File: src/rtl/poci_readout.sv
// POCI readout: captures the address byte, then streams SYNC_PATTERN and register bytes MSB-first.
// Define POCI_ECHO_ADDR_EN to echo the captured address as the turnaround byte.
module poci_readout #(
  parameter int                BYTE_W       = 8,
  parameter logic [BYTE_W-1:0] SYNC_PATTERN = 8'hA5,
  parameter int                ADDR_W       = 8
) (
  input  logic              sclk,
  input  logic              rstn,
  input  logic              serial_in,
  input  logic [BYTE_W-1:0] reg_rdata,
  output logic              serial_out,
  output logic [ADDR_W-1:0] reg_raddr,
  output logic              rd_strobe,
  output logic              byte_done,
  output logic [1:0]        state_dbg
);

  typedef enum logic [1:0] {
    ST_ADDR = 2'd0,
    ST_TURN = 2'd1,
    ST_DATA = 2'd2
  } state_e;

  state_e            state_q, state_d;
  logic [2:0]        bit_cnt_q, bit_cnt_d;
  logic [BYTE_W-1:0] shreg_q, shreg_d;
  logic [ADDR_W-1:0] addr_sr_q, addr_sr_d;
  logic [ADDR_W-1:0] raddr_q, raddr_d;
  logic              rd_strobe_q, rd_strobe_d;
  logic              byte_done_q, byte_done_d;
  logic              boundary;

  assign boundary = (bit_cnt_q == 3'd7);

  always_comb begin
    state_d     = state_q;
    bit_cnt_d   = bit_cnt_q + 3'd1;
    shreg_d     = shreg_q;
    addr_sr_d   = addr_sr_q;
    raddr_d     = raddr_q;
    rd_strobe_d = 1'b0;
    byte_done_d = 1'b0;
    case (state_q)
      ST_ADDR: begin
        addr_sr_d = {addr_sr_q[ADDR_W-2:0], serial_in};
        if (boundary) begin
          raddr_d     = addr_sr_d;
`ifdef POCI_ECHO_ADDR_EN
          shreg_d     = BYTE_W'(addr_sr_d);
`else
          shreg_d     = SYNC_PATTERN;
`endif
          rd_strobe_d = 1'b1;
          byte_done_d = 1'b1;
          state_d     = ST_TURN;
        end
      end
      ST_TURN, ST_DATA: begin
        // reg_rdata has had the whole previous byte to settle at raddr_q.
        if (boundary) begin
          shreg_d     = reg_rdata;
          raddr_d     = raddr_q + ADDR_W'(1);
          rd_strobe_d = 1'b1;
          byte_done_d = 1'b1;
          state_d     = ST_DATA;
        end else begin
          shreg_d = {shreg_q[BYTE_W-2:0], 1'b0};
        end
      end
      default: state_d = ST_ADDR;
    endcase
  end

  always_ff @(posedge sclk or negedge rstn) begin
    if (!rstn) begin
      state_q     <= ST_ADDR;
      bit_cnt_q   <= 3'd0;
      shreg_q     <= '0;
      addr_sr_q   <= '0;
      raddr_q     <= '0;
      rd_strobe_q <= 1'b0;
      byte_done_q <= 1'b0;
    end else begin
      state_q     <= state_d;
      bit_cnt_q   <= bit_cnt_d;
      shreg_q     <= shreg_d;
      addr_sr_q   <= addr_sr_d;
      raddr_q     <= raddr_d;
      rd_strobe_q <= rd_strobe_d;
      byte_done_q <= byte_done_d;
    end
  end

  assign serial_out = shreg_q[BYTE_W-1];
  assign reg_raddr  = raddr_q;
  assign rd_strobe  = rd_strobe_q;
  assign byte_done  = byte_done_q;
  assign state_dbg  = state_q;

endmodule

File: config.mk
export PLATFORM = sky130hd
export DESIGN_NAME = poci_readout
export DESIGN_NICKNAME = d
export VERILOG_FILES = /design/src/rtl/poci_readout.sv
export SDC_FILE = /design/constraint.sdc
export NUM_CORES = 1
export LEC_CHECK = 0
export ABC_AREA = 1
export CAP_MARGIN = 40
export CORE_ASPECT_RATIO = 0.8
export CORE_UTILIZATION = 56
export DETAILED_ROUTE_END_ITERATION = 10
export PLACE_DENSITY = 0.81
export SYNTH_ARGS = -nofsm -noshare
export SYNTH_HDL_FRONTEND = slang
export SYNTH_SLANG_ARGS = --single-unit
File: constraint.sdc
create_clock -name sclk -period 2.8 [get_ports sclk]
set_clock_uncertainty 0.2 [all_clocks]
set_input_delay 0.56 -clock sclk [delete_from_list [all_inputs] [get_ports sclk]]
set_output_delay 0.56 -clock sclk [all_outputs]
set_load 0.02 [all_outputs]
======== Yosys cells after proc, flatten, opt, wreduce, memory -nomap -nowiden ========
Index checks and enable logic that the tools add are counted.
word-level totals
  register bits ........................... 29
  output and inout port bits .............. 13
  word-level logic and storage cells ...... 31
  bits of input ports ..................... 11
operators by class
  equality and inequality tests ........... 5
  multiplexer cells ....................... 11
  reductions and logical operators ........ 7
  add/subtract/negate cells ............... 2
operators by type and width
  operator                                              count
  2-to-1 mux 8 bit                                      4
  case mux 8 bit (2 select lines)                       2
  adder 8 x 1 -> 8 bit (second input constant)          1
  2-to-1 mux 2 bit                                      2
  inequality test 2 bit (second input constant)         2
  case mux 2 bit (2 select lines)                       1
  AND reduction 2 bit                                   2
  adder 3 x 1 -> 3 bit (second input constant)          1
  equality test 3 bit (second input constant)           1
  AND reduction 3 bit                                   1
  OR reduction 3 bit                                    1
  equality test 2 x 1 -> 1 bit (second input constant)  1
  equality test 2 bit (second input constant)           1
  zero test 2 bit                                       1
  2-to-1 mux 1 bit                                      2
  nonzero test 2 bit                                    1
  OR reduction 2 bit                                    1

======== Logic depth before layout (Yosys ltp) ========
  depth after elaboration ................. 4
  depth in mapped cells ................... 10
  mapped depth without buffers ............ 8

======== Least setup slack after synthesis ========
No wires, ideal clock.
  kind .................................... register to register
  start ................................... register state_q[0] (netlist: state_dbg[0])
  end ..................................... register raddr_q[1] (netlist: reg_raddr[1])
  path slack .............................. 1.003 ns
  arrival time ............................ 1.505 ns
  stages on the path, launching flop included .. 8
  period minus slack after synthesis ...... 1.797 ns
  required time ........................... 2.508 ns
  library setup time ...................... 0.092 ns
  path buffers ............................ 2
  cell sequence ........................... dfrtp_1 -> inv_1 -> ha_1 -> buf_4 -> inv_4 -> buf_2 -> nor2_1 -> o31ai_2
on the way
  cells in the longest elaborated chain, start to end .. 4
  elaborated cells between the ends (all ways) .. 9
  classes of those cells .................. 4 x eq/ne; 1 x mux; 4 x reduce/logical
ends and longest elaborated chain
  item                                                                   line  source
  start, declared                                                        25    state_e state_q, state_d;
  start signal, assigned                                                 85    state_q <= state_d;
  equality test 2 x 1 -> 1 bit or equality test 2 bit (tied branches)    44    case (state_q)
  OR reduction 2 bit                                                     44
  inequality test 2 bit (no line) or nonzero test 2 bit (tied branches)  n/a
  AND reduction 3 bit (no line)                                          n/a
  end signal, assigned                                                   89    raddr_q <= raddr_d;
  end, declared                                                          29    logic [ADDR_W-1:0] raddr_q, raddr_d;
Several ways; a longest one is shown, not always the timed one.
A chain may end at the register's enable or synchronous reset.

======== Final worst setup path ========
  start ................................... register raddr_q[2] (netlist: reg_raddr[2])
  end ..................................... output reg_raddr[2]
RTL lines
  item           line  source
  end, declared  13    output logic [ADDR_W-1:0] reg_raddr,
No word-level cell between the ends.

==> impl_results.md <==
* Crit Path Class: flip-flop to output port
* Storage cell area at 725.7 um^2
* Post_cts resized at 0
* Status: finished, final reports clean
* Setup Viol. Count Final at 0
* R2R Path Start: state_dbg[1]$_DFFE_PN0P_
* Synth async-reset ratio at 100.0%
* Hold Crit Endpoint: bit_cnt_q[0]$_DFF_PN0_
* I/O Buffers at 23
* Die Ht at 47.95 um
* Top post-synthesis cells by area: dfrtp_1 49%, nand2_1 12%, ha_1 5.9%
* Total core area at 0.002482 mm^2
* Overflow after GRT at 0
* Largest area contributor in the netlist: dfrtp_1
* Post-synth EDFFs at 0
* Cell family with most CP delay: buffers and inverters
* Total track usage at 24.64%
* Worst Hold Launch: bit_cnt_q[0]$_DFF_PN0_
* Final Util at 71.52%
* CTS sink cnt at 29
* Post-Syn Instances at 176
* Die width at 59.43 um
* Crit path capture type: output port
* Pin count of the biggest net entering global routing at 30
* Via density at 5.089
* Slew Limit Headroom at 69.29%
* Worst path cell trace: clkdlybuf4s50_1
* H-tree lvl count at 2
* N_diodes at 0
* Hold Crit Depth at 1
* Reg2Reg Depth at 8
* Most common cell in the netlist: nand2_1
* I/O pins at 24
* Placed Area at 0.001720 mm^2
* Initial Util at 59.53%
* Rows at 16
* DRT Wirelength at 3000 um
* DIE AREA at 0.002849 mm^2
* Design area at 0.001775 mm^2
* FF-to-FF End: reg_raddr[3]$_DFFE_PN0P_
* Fmax at 0.4544 GHz
* Layout Cells excl Fill at 237
* Placed Cells incl. Taps at 230
* First-pass GRT wire length at 4685 um
* Post-CTS Setup Bufs at 0
* Layout area overhead at 20.15%
* Synth unique cells at 26
* Final hold vios at 0
* Hold Crit Class: flip-flop to flip-flop
* Crit Path Max Fanout at 7
* Multi-input logic area at 611.8 um^2
* Crit path depth at 1
* Buffers and inverters on the worst path at 1
* Crit path time final at 2.201 ns
* Number of synthesis warnings at 0
* HPWL Detailed at 2253 um
* Skew-Pair Late Insertion Delay at 0.34 ns
* Post-synth top cells: 49 x nand2_1, 29 x dfrtp_1, 20 x inv_1
* CTS max path bufs at 2
* Gpl congestion at 0.7998
* Router iterations before antenna repair at 4
* Clock Root Buffer: clkbuf_4
* Wirelength per Cell at 12.66 um
* Slew @ Worst Pin at 0.4606 ns
* Via count at 1206
* Netlist Area Pre-Place at 0.001478 mm^2
* Post-Syn Area per Cell at 8.396 um^2
* Post-synth top area share at 49.11%
* Nets at 219
* Arrival @ worst endpoint at 1.44 ns
* Final slew viol count at 0
* Reg2reg setup slack at 0.72 ns
* Worst vdd ir at 0.3454 mV
* Max incr delay on CP at 0.64 ns
* Tcrit/Tclk final at 78.60%
* CTS Buf Count at 5
* Synthesized net count at 194
* Startpoint type of the worst setup path: flip-flop
* Worst Path Required at 2.04 ns
* 1st-iter DRT viols at 57
* Antenna viol nets, final at 0
* Post-CTS Hold Fix Bufs at 0
* Vias in the first global route at 1074
* #FFs+latches synth at 29
* DR DRC count at 0
* Setup_tns at 0 ns
* Initial antenna violation count at 0
* Clk slew on worst S/H paths at 0.09 ns
* Sequential-to-total area share from yosys stat at 49.11%
* Pleak at 0.8801 nW
* Slowest CP cell: clkdlybuf4s50_1
* Max-cap violations at 0
* Power per Cell Area at 563.0 mW/mm^2
* TritonCTS clock tree: built
* Synth Flop Type: dfrtp_1
* Design Power at 999.6 uW
* # fillers at 217
* RSZ-0062 raised after global routing: no
* Share of cells above drive strength 1 at 9.453%
placed cells by master (no fill, tap or decap), drive strengths merged:
cell	count
a31oi	2
or2	1
dfrtp	29
ha	7
nand2	51
nand3	7
clkinv	1
clkbuf	7
xor2	2
nor2	8
a22oi	2
a21oi	8
o21ai	23
clkdlybuf4s50	23
inv	25
o31ai	1
o22ai	3
buf	1
kinds of logic (layout without fill, tap and decap cells):
kind of cell	Yosys count	after routing	share of synthesized area, %
and+or+nand+nor	67	67	19.31
xor gates and xnor gates	2	2	1.186
DFF	29	29	49.11
adders and majority gates	7	7	5.927
AOI/OAI and AO/OA	39	39	14.99
buffers and inverters	32	57	9.483
state kept, by name (all words and copies together) (netlist names):
name,count
byte_done,1
state_dbg,2
reg_raddr,8
addr_sr_q,7
shreg_q,8
bit_cnt_q,3
area by class of cell:
type,count,share of cell area [%]
tap,36,2.537
multi-input combinational,115,34.46
inverter,26,5.638
clock buffer,7,3.101
timing repair buffer,24,13.39
sequential,29,40.87
metal layers:
layer / part of all wire [%] / routed length [um] / track usage (%)
met1: 43 / 1293 / 30.32
met2: 46 / 1378 / 36.63
met3: 8.3 / 249 / 11.62
met4: 2.6 / 78 / 12.86
met5: 0 / 0 / 0
per-stage QoR:
| step | setup WS, ns | hold WS [ns] |
|---|---|---|
| 2_1_floorplan | 1.003 | 0.06441 |
| 6_report | 0.5993 | 0.2276 |
| 3_3_place_gp | 0.8688 | 0.2107 |
| 4_1_cts | 0.6072 | 0.2348 |
| 5_1_grt | 0.5544 | 0.2659 |
| 3_5_place_dp | 0.7763 | 0.2238 |
worst max-delay path by stage:
| stage | slack [ns] | from | endpoint |
|---|---|---|---|
| after floorplan | 1.00 | state_dbg[0]$_DFFE_PN0P_ | reg_raddr[1]$_DFFE_PN0P_ |
| after global placement | 0.87 | state_dbg[1]$_DFFE_PN0P_ | reg_raddr[3]$_DFFE_PN0P_ |
| after detailed placement | 0.78 | bit_cnt_q[0]$_DFF_PN0_ | reg_raddr[2]$_DFFE_PN0P_ |
| after CTS | 0.61 | reg_raddr[2]$_DFFE_PN0P_ | reg_raddr[2] |
| after global routing | 0.55 | reg_raddr[2]$_DFFE_PN0P_ | reg_raddr[2] |
| final | 0.60 | reg_raddr[2]$_DFFE_PN0P_ | reg_raddr[2] |
power by group:
part,leakage (nW),switching [mW],internal [mW]
Clock,0.0314,0.137,0.118
Sequential,0.345,0.0462,0.458
Combinational,0.504,0.127,0.114
No activity file was read; power rests on OpenSTA's default activity.
==> RTL change 1 (same flow settings) <==
Reset style: synchronous (`rstn`), changed in one clocked block.
--- a/src/rtl/poci_readout.sv
+++ b/src/rtl/poci_readout.sv
@@ -72,7 +72,7 @@
     endcase
   end
 
-  always_ff @(posedge sclk or negedge rstn) begin
+  always_ff @(posedge sclk) begin
     if (!rstn) begin
       state_q     <= ST_ADDR;
       bit_cnt_q   <= 3'd0;
Function: differs if rstn is asserted again (counterexample within 10 cycles, from zero or initial values and one cycle with rstn low); with rstn held inactive, the same outputs for 10 cycles.
==> RTL change 1 against the original RTL <==
- worst setup slack better by 60 ps
- sequential cell count unchanged
- final area down 8.0%
- combinational power down 33%
- the flow now finishes with violations (DRC)
- global-route usage down 0.54 points
- total power down 14%
- synthesized area down 8.6%
- wire length down 6.5%
==> RTL change 1: results (changes against the original RTL) <==
* Run status: finished with violations (was complete, no violations)
* Failing checks: DRC
* Critical hold path startpoint: bit_cnt_q[0] (unchanged)
* Drt pass-1 iters at 7 (was 4)
* Worst setup endpoint: reg_raddr[5] (was reg_raddr[2])
* Pre-CTS setup slack at 785.1 ps (was 776.3 ps)
* GRT Resource Usage Total at 24.10% (was 24.64%)
* Via density at 5.274 (was 5.089)
* Share of cells above drive strength 1 at 8.962% (was 9.453%)
* Routability cong. at 0.7761 (was 0.7998)
* Post-synthesis sequential area ratio at 42.96% (was 49.11%)
* Hold endpoint: bit_cnt_q[0] (unchanged)
* Dpl cell area at 0.001583 mm2 (was 0.001720 mm2)
* Met2 WL post-DR at 1290 um (was 1378 um)
* Post-CTS Resized at 0 (unchanged)
* Hold Slack at 239.3 ps (was 227.6 ps)
* H-tree levels at 2 (unchanged)
* XOR/XNOR Fraction of Synth Area at 0% (was 1.185%)
* Vias in the first global route at 1079 (was 1074)
* Worst VDD drop at 341.8 uV (was 345.4 uV)
* M1 GR Usage at 30.43% (was 30.32%)
* Number of fill cells at 194 (was 217)
* Rows at 15 (was 16)
* Reg2reg setup slack at 800 ps (was 720 ps)
* Power share of the sequential group at 53.3% (was 50.4%)
* R2r endpoint: shreg_q[6] (was reg_raddr[3])
* CP Max Fanout at 6 (was 7)
* Cells after synthesis at 187 (was 176)
* Synthesized-area fraction occupied by adder cells at 5.556% (was 5.927%)
* Remaining DRCs at 6 (was 0)
* Fin nets at 228 (was 219)
* Critical Path Source: reg_raddr[5] (was reg_raddr[2])
* Crit path time final at 2141 ps (was 2201 ps)
* Reg2Reg Launch Point: state_dbg[1] (unchanged)
* Pleak at 0.6063 nW (was 0.8801 nW)
* PD cells at 527.0 mW/mm2 (was 563.0 mW/mm2)
* Routed met3 length at 162 um (was 249 um)
* Cell variety after synth at 20 (was 26)
* Syn Nets at 204 (was 194)
* Initial DRC Count at 77 (was 57)
* Final HPWL DP at 1989 um (was 2253 um)
* Largest net degree at the start of global routing at 19 (was 30)
* Area fraction in compound gates after synthesis at 20.93% (was 14.99%)
* Combinational power share at 18.7% (was 24.0%)
* WL/cell at 11.84 um (was 12.66 um)
* M3 GR Usage at 6.818% (was 11.62%)
* Max_slew headroom at 65.32% (was 69.29%)
* WL met1 at 1338 um (was 1293 um)
* WP data arrival at 1380 ps (was 1440 ps)
* Ranking of synthesized cells by area: dfxtp_1 43%, nand2_1 15%, a21oi_1 8.1% (was dfrtp_1 49%, nand2_1 12%, ha_1 5.9%)
* Ys async rst share at 0% (was 100.0%)
* Most frequent cells after synthesis: 53 x nand2_1, 29 x dfxtp_1, 22 x a21oi_1, 14 x inv_1, 14 x o21ai_1 (was 49 x nand2_1, 29 x dfrtp_1, 20 x inv_1, 14 x o21ai_0, 9 x o21ai_1)
* Met2 usage at 40.71% (was 36.63%)
[RTL change 1: cell count changes in the layout (fill, tap and decap cells not counted), sizes merged, moves of 2 or more]
cell / before / now
o22ai: 3 / 0
a211oi: 0 / 2
a21oi: 8 / 24
a22oi: 2 / 0
dfxtp: 0 / 29
inv: 25 / 18
nand2: 51 / 53
xor2: 2 / 0
dfrtp: 29 / 0
nor2: 8 / 13
a31oi: 2 / 4
[RTL change 1: logic make-up after synthesis]
kind of cell | count (synthesis)
compound gates | 52
fa+ha+maj | 6
flops | 29
simple gates | 74
buf+inv | 26
[RTL change 1: cell type report]
| type | count | area [um2] | area share, % |
|---|---|---|---|
| clock buffers | 6 | 41.29 | 2.527 |
| repair buffers | 25 | 245.2 | 15.01 |
| clock inverters | 2 | 10.01 | 0.6126 |
| multi-input cells | 132 | 658.1 | 40.28 |
| flip-flops and latches | 29 | 580.6 | 35.53 |
| well taps | 25 | 31.28 | 1.914 |
| inverters | 18 | 67.56 | 4.135 |
==> RTL change 2 (config.mk and constraints unchanged) <==
Made on the original files. The option `POCI_ECHO_ADDR_EN` is turned on by a define.
--- a/src/rtl/poci_readout.sv
+++ b/src/rtl/poci_readout.sv
@@ -1,5 +1,7 @@
 // POCI readout: captures the address byte, then streams SYNC_PATTERN and register bytes MSB-first.
 // Define POCI_ECHO_ADDR_EN to echo the captured address as the turnaround byte.
+`define POCI_ECHO_ADDR_EN
+
 module poci_readout #(
   parameter int                BYTE_W       = 8,
   parameter logic [BYTE_W-1:0] SYNC_PATTERN = 8'hA5,
Behaviour: not the same (Yosys sat finds a counterexample within 10 cycles, from zero or initial values and one cycle with rstn low).
==> RTL change 2 against the original RTL <==
- synthesized area grew 3.8%
- cell count increased by 3.8%
- total power fell by 6.4%
- wire length is 11% higher
- worst setup slack lost 34 ps
- first-iteration DRC count increased by 75%
- sequential cell count is the same
- final area up 3.2%
- via count is 10% higher
- critical path type unchanged
- critical endpoint unchanged
- largest power group unchanged
==> RTL change 2: results (changes against the original RTL) <==
* Final HPWL DP at 2483 um (was 2253 um)
* Fin nets at 227 (was 219)
* Fin cells at 246 (was 237)
* Routed met3 length at 285 um (was 249 um)
* Run status: complete, no violations (unchanged)
* Slowest stage delay, CP at 660 ps (was 640 ps)
* M1 GR Usage at 39.12% (was 30.32%)
* CP Max Fanout at 8 (was 7)
* Dpl cells at 238 (was 230)
* First-pass GRT wire length at 5782 um (was 4685 um)
* Most frequent cells after synthesis: 32 x nand2_1, 29 x dfrtp_1, 27 x nor2_1, 19 x inv_1, 16 x o21ai_0 (was 49 x nand2_1, 29 x dfrtp_1, 20 x inv_1, 14 x o21ai_0, 9 x o21ai_1)
* WP data arrival at 1480 ps (was 1440 ps)
* GRT Resource Usage Total at 26.87% (was 24.64%)
* Initial DRC Count at 100 (was 57)
* Max_slew headroom at 69.39% (was 69.29%)
* Syn Nets at 202 (was 194)
* Post-Route WL at 3336 um (was 3000 um)
* WL met1 at 1485 um (was 1293 um)
* Synthesized-area fraction occupied by adder cells at 5.710% (was 5.927%)
* Cell variety after synth at 25 (was 26)
* Area fraction in compound gates after synthesis at 16.48% (was 14.99%)
* M3 GR Usage at 6.631% (was 11.62%)
* PD cells at 510.5 mW/mm2 (was 563.0 mW/mm2)
* Combinational power share at 22.0% (was 24.0%)
* Psw at 292.0 uW (was 310.0 uW)
* Routability cong. at 0.9017 (was 0.7998)
* Post-synthesis sequential area ratio at 47.31% (was 49.11%)
* Ranking of synthesized cells by area: dfrtp_1 47%, nand2_1 7.8%, nor2_1 6.6% (was dfrtp_1 49%, nand2_1 12%, ha_1 5.9%)
==> RTL change 2: cell count changes after synthesis, moves of 3 or more <==
cell and delta:
nand2_1 -17, nand3_1 +3, o22ai_1 -3, a22oi_2 +3
nor2_1 +19, a21oi_1 +6, o21ai_1 -8, a22oi_1 +3
==> RTL change 2: cell type report <==
type	instances	area, um2
Sequential cell	29	725.7
Fill cell	203	690.7
Multi-Input combinational cell	125	681.9
Timing Repair Buffer	24	237.7
Inverter	24	90.09
Tap cell	36	45.04
Clock buffer	6	41.29
Clock inverter	2	10.01
==> RTL change 2: final timing paths <==
kind	from	to	slack, ps	cells after the start
min reg2reg	bit_cnt_q[0]	bit_cnt_q[0]	220	1
max reg2reg	state_dbg[0]	reg_raddr[7]	590	9
min in group asynchronous	rstn	shreg_q[3]	380	2
max in group asynchronous	rstn	state_dbg[1]	1740	2
min	bit_cnt_q[0]	bit_cnt_q[0]	220	1
max	reg_raddr[2]	reg_raddr[2]	560	1
